==> src/rtl/btn_debounce_array.sv <==
`default_nettype none
// ============================================================================
//  Module      : btn_debounce_array
//  Description : Per-button input conditioner for the maze game. Each raw
//                push-button is synchronised, debounced and turned into four
//                enables: a debounced level, a single-clock press pulse, an
//                auto-repeating press pulse and a continuous held enable.
//  Ports       : clk      - system clock, all logic on the rising edge
//                reset    - synchronous, active-high
//                buttons  - raw asynchronous button levels, 1 = pressed
//                DPBs     - debounced pressed level
//                SCENs    - one-cycle pulse per debounced press
//                MCENs    - pulse on press, then auto-repeat while held
//                CCENs    - high every cycle the button is held (not releasing)
//  Revision    : 1.0  initial release
// ============================================================================
module btn_debounce_array #(
    parameter int N_BTN           = 4,
    parameter int DEBOUNCE_CYCLES = 1_000_000,
    parameter int MCEN_FIRST      = 50_000_000,
    parameter int MCEN_REPEAT     = 10_000_000
) (
    input  logic             clk,
    input  logic             reset,
    input  logic [N_BTN-1:0] buttons,
    output logic [N_BTN-1:0] DPBs,
    output logic [N_BTN-1:0] SCENs,
    output logic [N_BTN-1:0] MCENs,
    output logic [N_BTN-1:0] CCENs
);

    localparam int c_MAX_AB  = (DEBOUNCE_CYCLES > MCEN_FIRST) ? DEBOUNCE_CYCLES : MCEN_FIRST;
    localparam int c_MAX_CYC = (c_MAX_AB > MCEN_REPEAT) ? c_MAX_AB : MCEN_REPEAT;
    localparam int TIMER_W   = $clog2(c_MAX_CYC) + 1;

    // Timer compare values: a phase of N cycles ends when the timer reads N-1.
    localparam logic [TIMER_W-1:0] c_DEB_LAST    = TIMER_W'(DEBOUNCE_CYCLES - 1);
    localparam logic [TIMER_W-1:0] c_FIRST_LAST  = TIMER_W'(MCEN_FIRST - 1);
    localparam logic [TIMER_W-1:0] c_REPEAT_LAST = TIMER_W'(MCEN_REPEAT - 1);
    localparam logic [TIMER_W-1:0] c_TIMER_ONE   = TIMER_W'(1);

    localparam logic [2:0] c_IDLE        = 3'd0;
    localparam logic [2:0] c_DEB_PRESS   = 3'd1;
    localparam logic [2:0] c_SCEN_PULSE  = 3'd2;
    localparam logic [2:0] c_HELD        = 3'd3;
    localparam logic [2:0] c_MCEN_PULSE  = 3'd4;
    localparam logic [2:0] c_DEB_RELEASE = 3'd5;

    // Two-flop synchroniser; r_sync2 is the only copy of the buttons the
    // state machines ever look at.
    logic [N_BTN-1:0] r_sync1;
    logic [N_BTN-1:0] r_sync2;

    always_ff @(posedge clk) begin
        if (reset) begin
            r_sync1 <= '0;
            r_sync2 <= '0;
        end else begin
            r_sync1 <= buttons;
            r_sync2 <= r_sync1;
        end
    end

    for (genvar gi = 0; gi < N_BTN; gi++) begin : g_btn
        logic [2:0]         r_state;
        logic [TIMER_W-1:0] r_timer;
        logic               r_first;
        logic               w_btn_s;
        logic [TIMER_W-1:0] w_hold_last;

        assign w_btn_s     = r_sync2[gi];
        // The first repeat after a press waits longer than the later ones.
        assign w_hold_last = r_first ? c_FIRST_LAST : c_REPEAT_LAST;

        // The timer is cleared on every state change and only advances while
        // below its compare value, so it can never wrap.
        always_ff @(posedge clk) begin
            if (reset) begin
                r_state <= c_IDLE;
                r_timer <= '0;
                r_first <= 1'b1;
            end else begin
                case (r_state)
                    c_IDLE: begin
                        if (w_btn_s) begin
                            r_state <= c_DEB_PRESS;
                            r_timer <= '0;
                        end
                    end
                    c_DEB_PRESS: begin
                        if (!w_btn_s) begin
                            r_state <= c_IDLE;
                            r_timer <= '0;
                        end else if (r_timer == c_DEB_LAST) begin
                            r_state <= c_SCEN_PULSE;
                            r_timer <= '0;
                        end else begin
                            r_timer <= r_timer + c_TIMER_ONE;
                        end
                    end
                    c_SCEN_PULSE: begin
                        r_state <= c_HELD;
                        r_timer <= '0;
                        r_first <= 1'b1;
                    end
                    c_HELD: begin
                        if (!w_btn_s) begin
                            r_state <= c_DEB_RELEASE;
                            r_timer <= '0;
                        end else if (r_timer == w_hold_last) begin
                            r_state <= c_MCEN_PULSE;
                            r_timer <= '0;
                        end else begin
                            r_timer <= r_timer + c_TIMER_ONE;
                        end
                    end
                    c_MCEN_PULSE: begin
                        r_state <= c_HELD;
                        r_timer <= '0;
                        r_first <= 1'b0;
                    end
                    c_DEB_RELEASE: begin
                        // A bounce back to pressed resumes holding but keeps
                        // the first/repeat selection as it was.
                        if (w_btn_s) begin
                            r_state <= c_HELD;
                            r_timer <= '0;
                        end else if (r_timer == c_DEB_LAST) begin
                            r_state <= c_IDLE;
                            r_timer <= '0;
                        end else begin
                            r_timer <= r_timer + c_TIMER_ONE;
                        end
                    end
                    default: begin
                        r_state <= c_IDLE;
                        r_timer <= '0;
                        r_first <= 1'b1;
                    end
                endcase
            end
        end

        // Moore decodes of the state register only.
        assign DPBs[gi]  = (r_state == c_SCEN_PULSE) || (r_state == c_HELD) ||
                           (r_state == c_MCEN_PULSE) || (r_state == c_DEB_RELEASE);
        assign SCENs[gi] = (r_state == c_SCEN_PULSE);
        assign MCENs[gi] = (r_state == c_SCEN_PULSE) || (r_state == c_MCEN_PULSE);
        assign CCENs[gi] = (r_state == c_SCEN_PULSE) || (r_state == c_HELD) ||
                           (r_state == c_MCEN_PULSE);
    end

endmodule
`default_nettype wire

==> config.mk <==
export PLATFORM = sky130hd
export DESIGN_NAME = btn_debounce_array
export DESIGN_NICKNAME = d
export VERILOG_FILES = /design/src/rtl/btn_debounce_array.sv
export SDC_FILE = /design/constraint.sdc
export NUM_CORES = 1
export LEC_CHECK = 0
export BUFFER_PORTS_ARGS = -buffer_cell sky130_fd_sc_hd__buf_4
export CAP_MARGIN = 0
export CORE_MARGIN = 2
export CORE_UTILIZATION = 49
export DETAILED_ROUTE_END_ITERATION = 10
export PLACE_DENSITY = 0.7
export SETUP_SLACK_MARGIN = 0.2
export SLEW_MARGIN = 20
export SYNTH_ARGS = -nofsm -noshare
export SYNTH_HDL_FRONTEND = slang
export SYNTH_SLANG_ARGS = --single-unit
==> constraint.sdc <==
create_clock -name clk -period 7.44 [get_ports clk]
set_input_delay 1.488 -clock clk [delete_from_list [all_inputs] [get_ports clk]]
set_output_delay 1.488 -clock clk [all_outputs]
set_load 0.02 [all_outputs]
==> impl_metrics.tcl, run 1 <==
set metrics [dict create \
    outcome "completed" \
    cp_max_fo 49 \
    cts.path.max_buffers 2 \
    fillers 1363 \
    rsz0062_at_grt "no" \
    p_int_mw 1.21 \
    grt_pass1_wl_um 29900 \
    dieArea_mm2 0.0160 \
    end_kind "register" \
    timing.final.ws_setup_ns 4.11 \
    worst_pin_slew_ns 1.04 \
    cp.buffers_inverters 2 \
    vias 6961 \
    cp_slowest_cell "nand2_2" \
    power_frac_seq_pct 46.0 \
    grt_usage_pct 22.1 \
    nNetsFinal 939 \
    ir_drop_mv 0.170 \
    synth_area_leader_cell "dfxtp_1" \
    grt_pass1_vias 6249 \
    comb_power_share_pct 4.2 \
    cpPeakStageDelay_ns 0.50 \
    ys_top_cells_by_count "dfxtp_1, nand2_1, nor2_1, nand3_1, clkbuf_1" \
    htreeDepth 4 \
    area_growth_pct 10.3 \
    cts_resized 0 \
    path_class "in2reg" \
    switching_share_pct 22.5 \
    coreArea_mm2 0.0146 \
    synth_edf_count 0 \
    wl_um 17300 \
    p_per_area_mw_per_mm2 193 \
    min_from "r_sync1[2]" \
    final_area_mm2 0.00810 \
    reg2regPathDepth 6 \
    synth.top_cell.area_share_pct 36.0 \
    cp_top_family "simple AND/OR/NAND/NOR gates" \
    syn_inst 937 \
    r2r_slack_ns 4.41 \
    final_hold_viol_count 0 \
    routabilityCongestion 0.813 \
    initial_core_util_pct 50.3 \
    fmax_ghz 0.300 \
    crit_arrival_ns 3.65 \
    skew_ns 0.00818 \
    hp-class "reg2reg" \
    post_cts_buffers 0 \
    cts_sinks 132 \
    netlist_area_mm2 0.00734 \
    maxSlewHeadroom_pct 30.1 \
    critical_path.cell_chain "buf_4 > clkinv_1 > o311ai_2 > nand2_2 > and3_1 > a221o_1" \
    async_flop_share_pct 0 \
    grt_max_degree 50 \
    finalSetupTns_ns 0 \
    dp_hpwl_um 11300 \
    r2r_start "g_btn[0].r_timer[7]" \
    p_leak_nw 2.80 \
    syn_area_per_cell_um2 7.84 \
    fin_crit_sh_pct 44.8 \
    yosysWarningCount 0 \
    drc 0 \
    antenna_cells 0 \
    cts_tree "built" \
    drive_above_1_share_pct 7.56 \
    insertion_delay_ns 0.43 \
    p_sw_uw 351 \
    drv_cap 0 \
    utilization_pct 55.5 \
    hold_buffers 0 \
    p_clk_share_pct 49.8 \
    ys_seq_elements 132 \
    worst_hold_path.endpoint "r_sync2[2]" \
    path_clk_slew_ns 0.06 \
    routedWlPerCell_um 15.4 \
    multi_input_area_mm2 0.00442 \
    ant_nets 0 \
    dpl_cell_area_mm2 0.00757 \
    via_per_inst 6.20 \
    io-pin-count 22 \
    synth_fp_nets 947 \
    fp.dieW_um 126 \
    slew_viol_final 0 \
    preCtsSetupSlack_ns 3.66 \
    synth_area_leaders "dfxtp_1, nand2_1, nand3_1" \
    antenna_found_initial 0 \
    drtIter0Drc 638 \
    regArea_mm2 0.00264 \
    synth-seq-area-share_pct 36.0 \
    io_buffer_count 21 \
    rows 44 \
    setup_violations 0 \
    firstDrtPassIters 5 \
    cts_buffers 17 \
    required_ns 7.76 \
    root_buffer "clkbuf_16" \
    hold_depth 1 \
    yosysMostFrequentCell "dfxtp_1" \
    dominantRegCellSynth "dfxtp_1" \
    die-height_um 126 \
    worstSetupPathDepth 6 \
    grt_overflow 0 \
    synth.distinct_cells 71 \
    min_period_ns 3.33 \
    r2r-end "g_btn[0].r_timer[17]" \
    crit_path_start_kind "primary input" \
]
==> metrics by stage <==
step	hold slack [ns]	power (mW)	cells
floorplan	0.414	0.778	937
global placement	0.419	0.797	1094
detailed placement	0.423	0.798	1094
CTS	0.436	1.57	1123
global route	0.450	1.61	1123
finish	0.435	1.56	1123
==> worst max-delay path by stage <==
stage,from,to,slack [ns]
after floorplan,g_btn[1].r_state[2],MCENs[1],4.51
after CTS,reset,g_btn[0].r_timer[17],4.09
final,reset,g_btn[0].r_timer[17],4.11
after global routing,reset,g_btn[0].r_timer[17],3.91
after global placement,reset,g_btn[0].r_timer[17],3.72
after detailed placement,reset,g_btn[0].r_timer[17],3.66
==> cell families after synthesis <==
kind of cell	count (synthesis)	share of synthesized area, %
AOI/OAI and AO/OA	236	21.9
xor gates and xnor gates	19	2.27
adders and majority gates	4	0.681
buffers and inverters	71	3.88
DFF	132	36.0
muxes	16	2.18
and+or+nand+nor	459	33.1
==> routing by layer <==
| metal | global-route usage [%] | part of all wire [%] |
|---|---|---|
| met4 | 7.11 | 1.2 |
| met3 | 4.77 | 3.8 |
| met1 | 30.6 | 50 |
| met2 | 34.4 | 45 |
| met5 | 0 | 0 |
==> layout by cell type, fill, tap and decap left out, types with 19 or more instances in the layout <==
| cell | n |
|---|---|
| nand2_1 | 107 |
| a31oi_1 | 46 |
| o21ai_0 | 26 |
| and3_1 | 21 |
| nor3_1 | 21 |
| dfxtp_1 | 132 |
| a21oi_1 | 48 |
| buf_4 | 28 |
| a22o_1 | 19 |
| nand3_1 | 65 |
| nand4_1 | 40 |
| nor2_1 | 80 |
==> power groups by stage <==
stage | combinational [mW] | clock (mW) | sequential, mW
finish | 0.0654 | 0.777 | 0.718
floorplan | 0.0484 | 0 | 0.729
detailed placement | 0.0653 | 0 | 0.733
CTS | 0.0656 | 0.789 | 0.718
global placement | 0.0640 | 0 | 0.733
global route | 0.0722 | 0.817 | 0.718
==> flip-flops by register name (all words and copies together), names as in the netlist <==
name,cells
g_btn.r_first,4
g_btn.r_timer,108
r_sync2,4
r_sync1,4
g_btn.r_state,12
==> layout make-up <==
| type | count | share of cell area (%) |
|---|---|---|
| Multi-Input combinational cell | 734 | 54.6 |
| Sequential cell | 132 | 32.6 |
| Clock buffer | 23 | 5.90 |
| Tap cell | 184 | 2.84 |
| Timing Repair Buffer | 28 | 2.60 |
| Inverter | 16 | 0.742 |
| Clock inverter | 6 | 0.680 |
No activity file was read; power rests on OpenSTA's default activity.
==> run 2: changes to the inputs <==
--- a/config.mk
+++ b/config.mk
@@ -10,7 +10,7 @@
 export CORE_MARGIN = 2
 export CORE_UTILIZATION = 49
 export DETAILED_ROUTE_END_ITERATION = 10
-export PLACE_DENSITY = 0.7
+export PLACE_DENSITY = 0.73
 export SETUP_SLACK_MARGIN = 0.2
 export SLEW_MARGIN = 20
 export SYNTH_ARGS = -nofsm -noshare
==> constraint.sdc (replaced) <==
create_clock -name clk -period 3 [get_ports clk]
set_input_delay 0.6 -clock clk [delete_from_list [all_inputs] [get_ports clk]]
set_output_delay 0.6 -clock clk [all_outputs]
set_load 0.02 [all_outputs]
==> impl_metrics.tcl, run 2 (synthesis gave the netlist of run 1 again) <==
set metrics [dict create \
    utilization_pct 56.7 \
    drv_cap 0 \
    timing.hold.ws_ns 0.387 \
    area_growth_pct 12.6 \
    htreeDepth 4 \
    p_leak_nw 2.89 \
    multi_input_area_mm2 0.00445 \
    drc 0 \
    grt_usage_pct 22.1 \
    vias 7056 \
    initial_core_util_pct 50.3 \
    p_total_mw 3.99 \
    outcome "completed" \
    end_kind "register" \
    hold_buffers 0 \
    antenna_found_initial 0 \
    via_per_inst 6.21 \
    grt_overflow 0 \
    io_buffer_count 21 \
    nNetsFinal 953 \
    dpl_cell_area_mm2 0.00767 \
    dp_hpwl_um 11600 \
    crit_arrival_ns 2.99 \
    rows 44 \
    fp.dieW_um 126 \
    top_regs "g_btn.r_timer x108, g_btn.r_state x12" \
    coreArea_mm2 0.0146 \
    routedWlPerCell_um 15.3 \
    worst_pin_slew_ns 0.742 \
    maxSlewHeadroom_pct 50.1 \
    post_layout_nonfiller_instances 1137 \
    grt_pass1_wl_um 29700 \
    root_buffer "clkbuf_16" \
    fmax_ghz 0.372 \
    final_hold_viol_count 0 \
    p_per_area_mw_per_mm2 482 \
    setup_violations 0 \
    grt_max_degree 43 \
    drive_above_1_share_pct 9.34 \
    min_period_ns 2.69 \
    io-pin-count 22 \
    cts_buffers 17 \
    firstDrtPassIters 5 \
    cts_sinks 132 \
    regArea_mm2 0.00264 \
    crit_path_start_kind "register" \
    finalSetupTns_ns 0 \
    skew_ns 0.00452 \
    regMostFlops "g_btn.r_timer" \
    final_area_mm2 0.00827 \
    dieArea_mm2 0.0160 \
    cp_max_fo 19 \
    layout_common_cells "dfxtp_1, nand2_1, nor2_1" \
    dp_cells 1108 \
    path_clk_slew_ns 0.06 \
    ant_nets 0 \
    fin_crit_sh_pct 89.6 \
    cts.path.max_buffers 2 \
    hp-class "in2reg" \
    wl_um 17400 \
    rsz0062_at_grt "no" \
    insertion_delay_ns 0.42 \
    preCtsSetupSlack_ns 0.293 \
    path_class "reg2reg" \
    drtIter0Drc 536 \
    required_ns 3.30 \
    slew_viol_final 0 \
    cts_tree "built" \
    largest_reg_flops 108 \
    routabilityCongestion 0.885 \
    grt_pass1_vias 6331 \
    mostFrequentLayoutCell "dfxtp_1" \
    timing.final.ws_setup_ns 0.311 \
    ir_drop_mv 0.393 \
    die-height_um 126 \
    fillers 1316 \
    antenna_cells 0 \
]
-- run 2: changes by cell type in the layout (fill, tap and decap cells not counted), sizes merged --
| cell | before | now |
|---|---|---|
| bufinv | 1 | 2 |
| clkbuf | 23 | 24 |
| clkinv | 6 | 4 |
| buf | 28 | 42 |
-- run 2: what timing repair did --
| action | CTS | global route |
|---|---|---|
| endpoints found under the hold margin | 0 | 0 |
| setup endpoints to repair | 0 | 23 |
| setup buffers | 0 | 0 |
| gates resized for setup | 0 | 7 |
-- run 2: power breakdown --
part           total, mW  switching (mW)  internal (mW)
combinational      0.170           0.109         0.0609
sequential          1.78          0.0162           1.76
clock               2.03           0.742           1.29
total               3.99           0.868           3.12
-- run 2: critical path, cell delays in order (launching register included) --
cell and delay [ns]:
dfxtp_1 0.37, ha_1 0.23, and4_2 0.29, nand4_1 0.16, or4_1 0.62, a41o_4 0.35
buf_4 0.22, a31oi_1 0.22, o22ai_1 0.10
-- run 2: metal layers --
| layer | global-route usage, % | vias to the layer above | part of all wire [%] |
|---|---|---|---|
| li1 | - | 3542 | - |
| met1 | 30.4 | 3318 | 49 |
| met2 | 34.2 | 171 | 45 |
| met3 | 4.98 | 25 | 4.5 |
| met4 | 8.02 | 0 | 1.4 |
| met5 | 0 | - | 0 |
-- run 2: path summary, 6_finish.rpt --
path / startpoint / to / slack, ns / cells after the start
worst max register to register: g_btn[2].r_timer[1] / g_btn[2].r_timer[14] / 0.31 / 8
worst min register to register: r_sync1[2] / r_sync2[2] / 0.43 / 1
worst max-delay path: g_btn[2].r_timer[1] / g_btn[2].r_timer[14] / 0.31 / 8
worst min-delay path: buttons[2] / r_sync1[2] / 0.39 / 2
-- run 2: area by class of cell --
cell class	instances	area share, %
Multi-Input combinational cell	734	53.8
Sequential cell	132	32.0
Clock buffer	24	5.95
Timing Repair Buffer	42	3.81
Tap cell	184	2.78
Clock inverter	5	0.908
Inverter	16	0.726
==> run 3: changes to the inputs <==
--- a/config.mk
+++ b/config.mk
@@ -8,10 +8,11 @@
 export BUFFER_PORTS_ARGS = -buffer_cell sky130_fd_sc_hd__buf_4
 export CAP_MARGIN = 0
 export CORE_MARGIN = 2
-export CORE_UTILIZATION = 49
+export CORE_UTILIZATION = 25
 export DETAILED_ROUTE_END_ITERATION = 10
-export PLACE_DENSITY = 0.73
+export PLACE_DENSITY = 0.45
 export SETUP_SLACK_MARGIN = 0.2
+export SKIP_LAST_GASP = 1
 export SLEW_MARGIN = 20
 export SYNTH_ARGS = -nofsm -noshare
 export SYNTH_HDL_FRONTEND = slang
==> impl_metrics.tcl, run 3 (synthesis gave the netlist of run 1 again) <==
set metrics [dict create \
    timing.final.ws_setup_ns 0.357 \
    crit_arrival_ns 2.92 \
    final_hold_viol_count 0 \
    vias 6903 \
    setup_violations 0 \
    dp_hpwl_um 13700 \
    worstSetupPathDepth 7 \
    hold_depth 2 \
    drv_cap 0 \
    min_period_ns 2.64 \
    wl_um 19800 \
    slew_viol_final 0 \
    timing.hold.ws_ns 0.396 \
    cts_tree "built" \
    routedWlPerCell_um 14.7 \
    path_clk_slew_ns 0.06 \
    area_growth_pct 17.2 \
    hp-class "in2reg" \
    fmax_ghz 0.378 \
    root_buffer "clkbuf_16" \
    antenna_cells 0 \
    critical_path.cell_chain "or4_1 > or4_4 > o311ai_2 > nand2_4 > buf_4 > a21bo_2 > a31oi_1" \
    cp_slowest_cell "or4_1" \
    required_ns 3.28 \
    ant_nets 0 \
    dieArea_mm2 0.0308 \
    grt_usage_pct 12.9 \
    cts_sinks 132 \
    fp.dieW_um 175 \
    via_per_inst 5.12 \
    firstDrtPassIters 5 \
    nNetsFinal 960 \
    path_class "reg2reg" \
    antenna_found_initial 0 \
    fillers 3085 \
    cp_top_family "simple AND/OR/NAND/NOR gates" \
    drive_above_1_share_pct 10.3 \
    post_cts_buffers 0 \
    worst_pin_slew_ns 0.678 \
    grt_overflow 0 \
    insertion_delay_ns 0.42 \
    initial_core_util_pct 25.5 \
    end_kind "register" \
    skew_ns 0.0173 \
    p_leak_nw 2.91 \
    ir_drop_mv 0.357 \
    fin_crit_sh_pct 88.1 \
    layout_common_cells "dfxtp_1, nand2_1, nor2_1" \
    coreArea_mm2 0.0288 \
    reg2regPathDepth 7 \
    outcome "completed" \
    drtIter0Drc 449 \
    htreeDepth 4 \
    cp.buffers_inverters 1 \
    io_buffer_count 21 \
    crit_path_start_kind "register" \
    rows 62 \
    finalSetupTns_ns 0 \
    die-height_um 175 \
    drc 0 \
    maxSlewHeadroom_pct 54.6 \
    p_total_mw 4.05 \
    grt_pass1_vias 6182 \
    rsz0062_at_grt "no" \
    dpl_cell_area_mm2 0.00797 \
    routabilityCongestion 0.796 \
    io-pin-count 22 \
    final_area_mm2 0.00861 \
    hold_buffers 0 \
    cts_resized 0 \
    cp_max_fo 14 \
    cts_buffers 17 \
    p_per_area_mw_per_mm2 470 \
    mostFrequentLayoutCell "dfxtp_1" \
    regMostFlops "g_btn.r_timer" \
    cts.path.max_buffers 2 \
    grt_pass1_wl_um 32600 \
    cpPeakStageDelay_ns 0.53 \
    top_regs "g_btn.r_timer x108, g_btn.r_state x12" \
    grt_max_degree 40 \
    preCtsSetupSlack_ns 0.296 \
    largest_reg_flops 108 \
]
run 3: cell count changes in the layout (fill, tap and decap cells not counted), sizes merged:
| cell | before | now |
|---|---|---|
| clkinvlp | 0 | 5 |
| clkinv | 4 | 5 |
| clkbuf | 24 | 21 |
| buf | 42 | 49 |
run 3: worst paths after layout:
check	start	to	slack, ns
worst min-delay path	buttons[2]	r_sync1[2]	0.40
worst min register to register	r_sync1[1]	r_sync2[1]	0.43
worst max-delay path	g_btn[0].r_timer[7]	g_btn[0].r_timer[21]	0.36
worst max register to register	g_btn[0].r_timer[7]	g_btn[0].r_timer[21]	0.36
run 3: stage by stage:
stage / utilization, % / std cells
final: 29.9 / 1347
after global routing: 29.9 / 1347
after CTS: 29.8 / 1347
after detailed placement: 27.7 / 1315
after global placement: 27.7 / 1315
after floorplan: - / 937
run 3: final cells by class:
type | count | area (um^2) | share of cell area [%]
multi-input combinational | 734 | 4470 | 51.9
sequential | 132 | 2640 | 30.7
tap | 384 | 480 | 5.58
clock buffer | 21 | 460 | 5.35
timing repair buffer | 49 | 368 | 4.27
clock inverter | 11 | 129 | 1.50
inverter | 16 | 60.1 | 0.698
run 3: power breakdown:
part	switching [mW]	internal (mW)	total (mW)
Clock	0.821	1.27	2.09
Combinational	0.115	0.0613	0.176
Sequential	0.0158	1.76	1.78
Total	0.952	3.09	4.05
run 3: per-layer routing:
metal	vias up	GRT usage, %	part of all wire, %
met3	10	2.40	2.6
met5	-	0	0
met2	87	20.2	46
met4	0	3.30	0.76
met1	3247	18.0	51
li1	3559	-	-
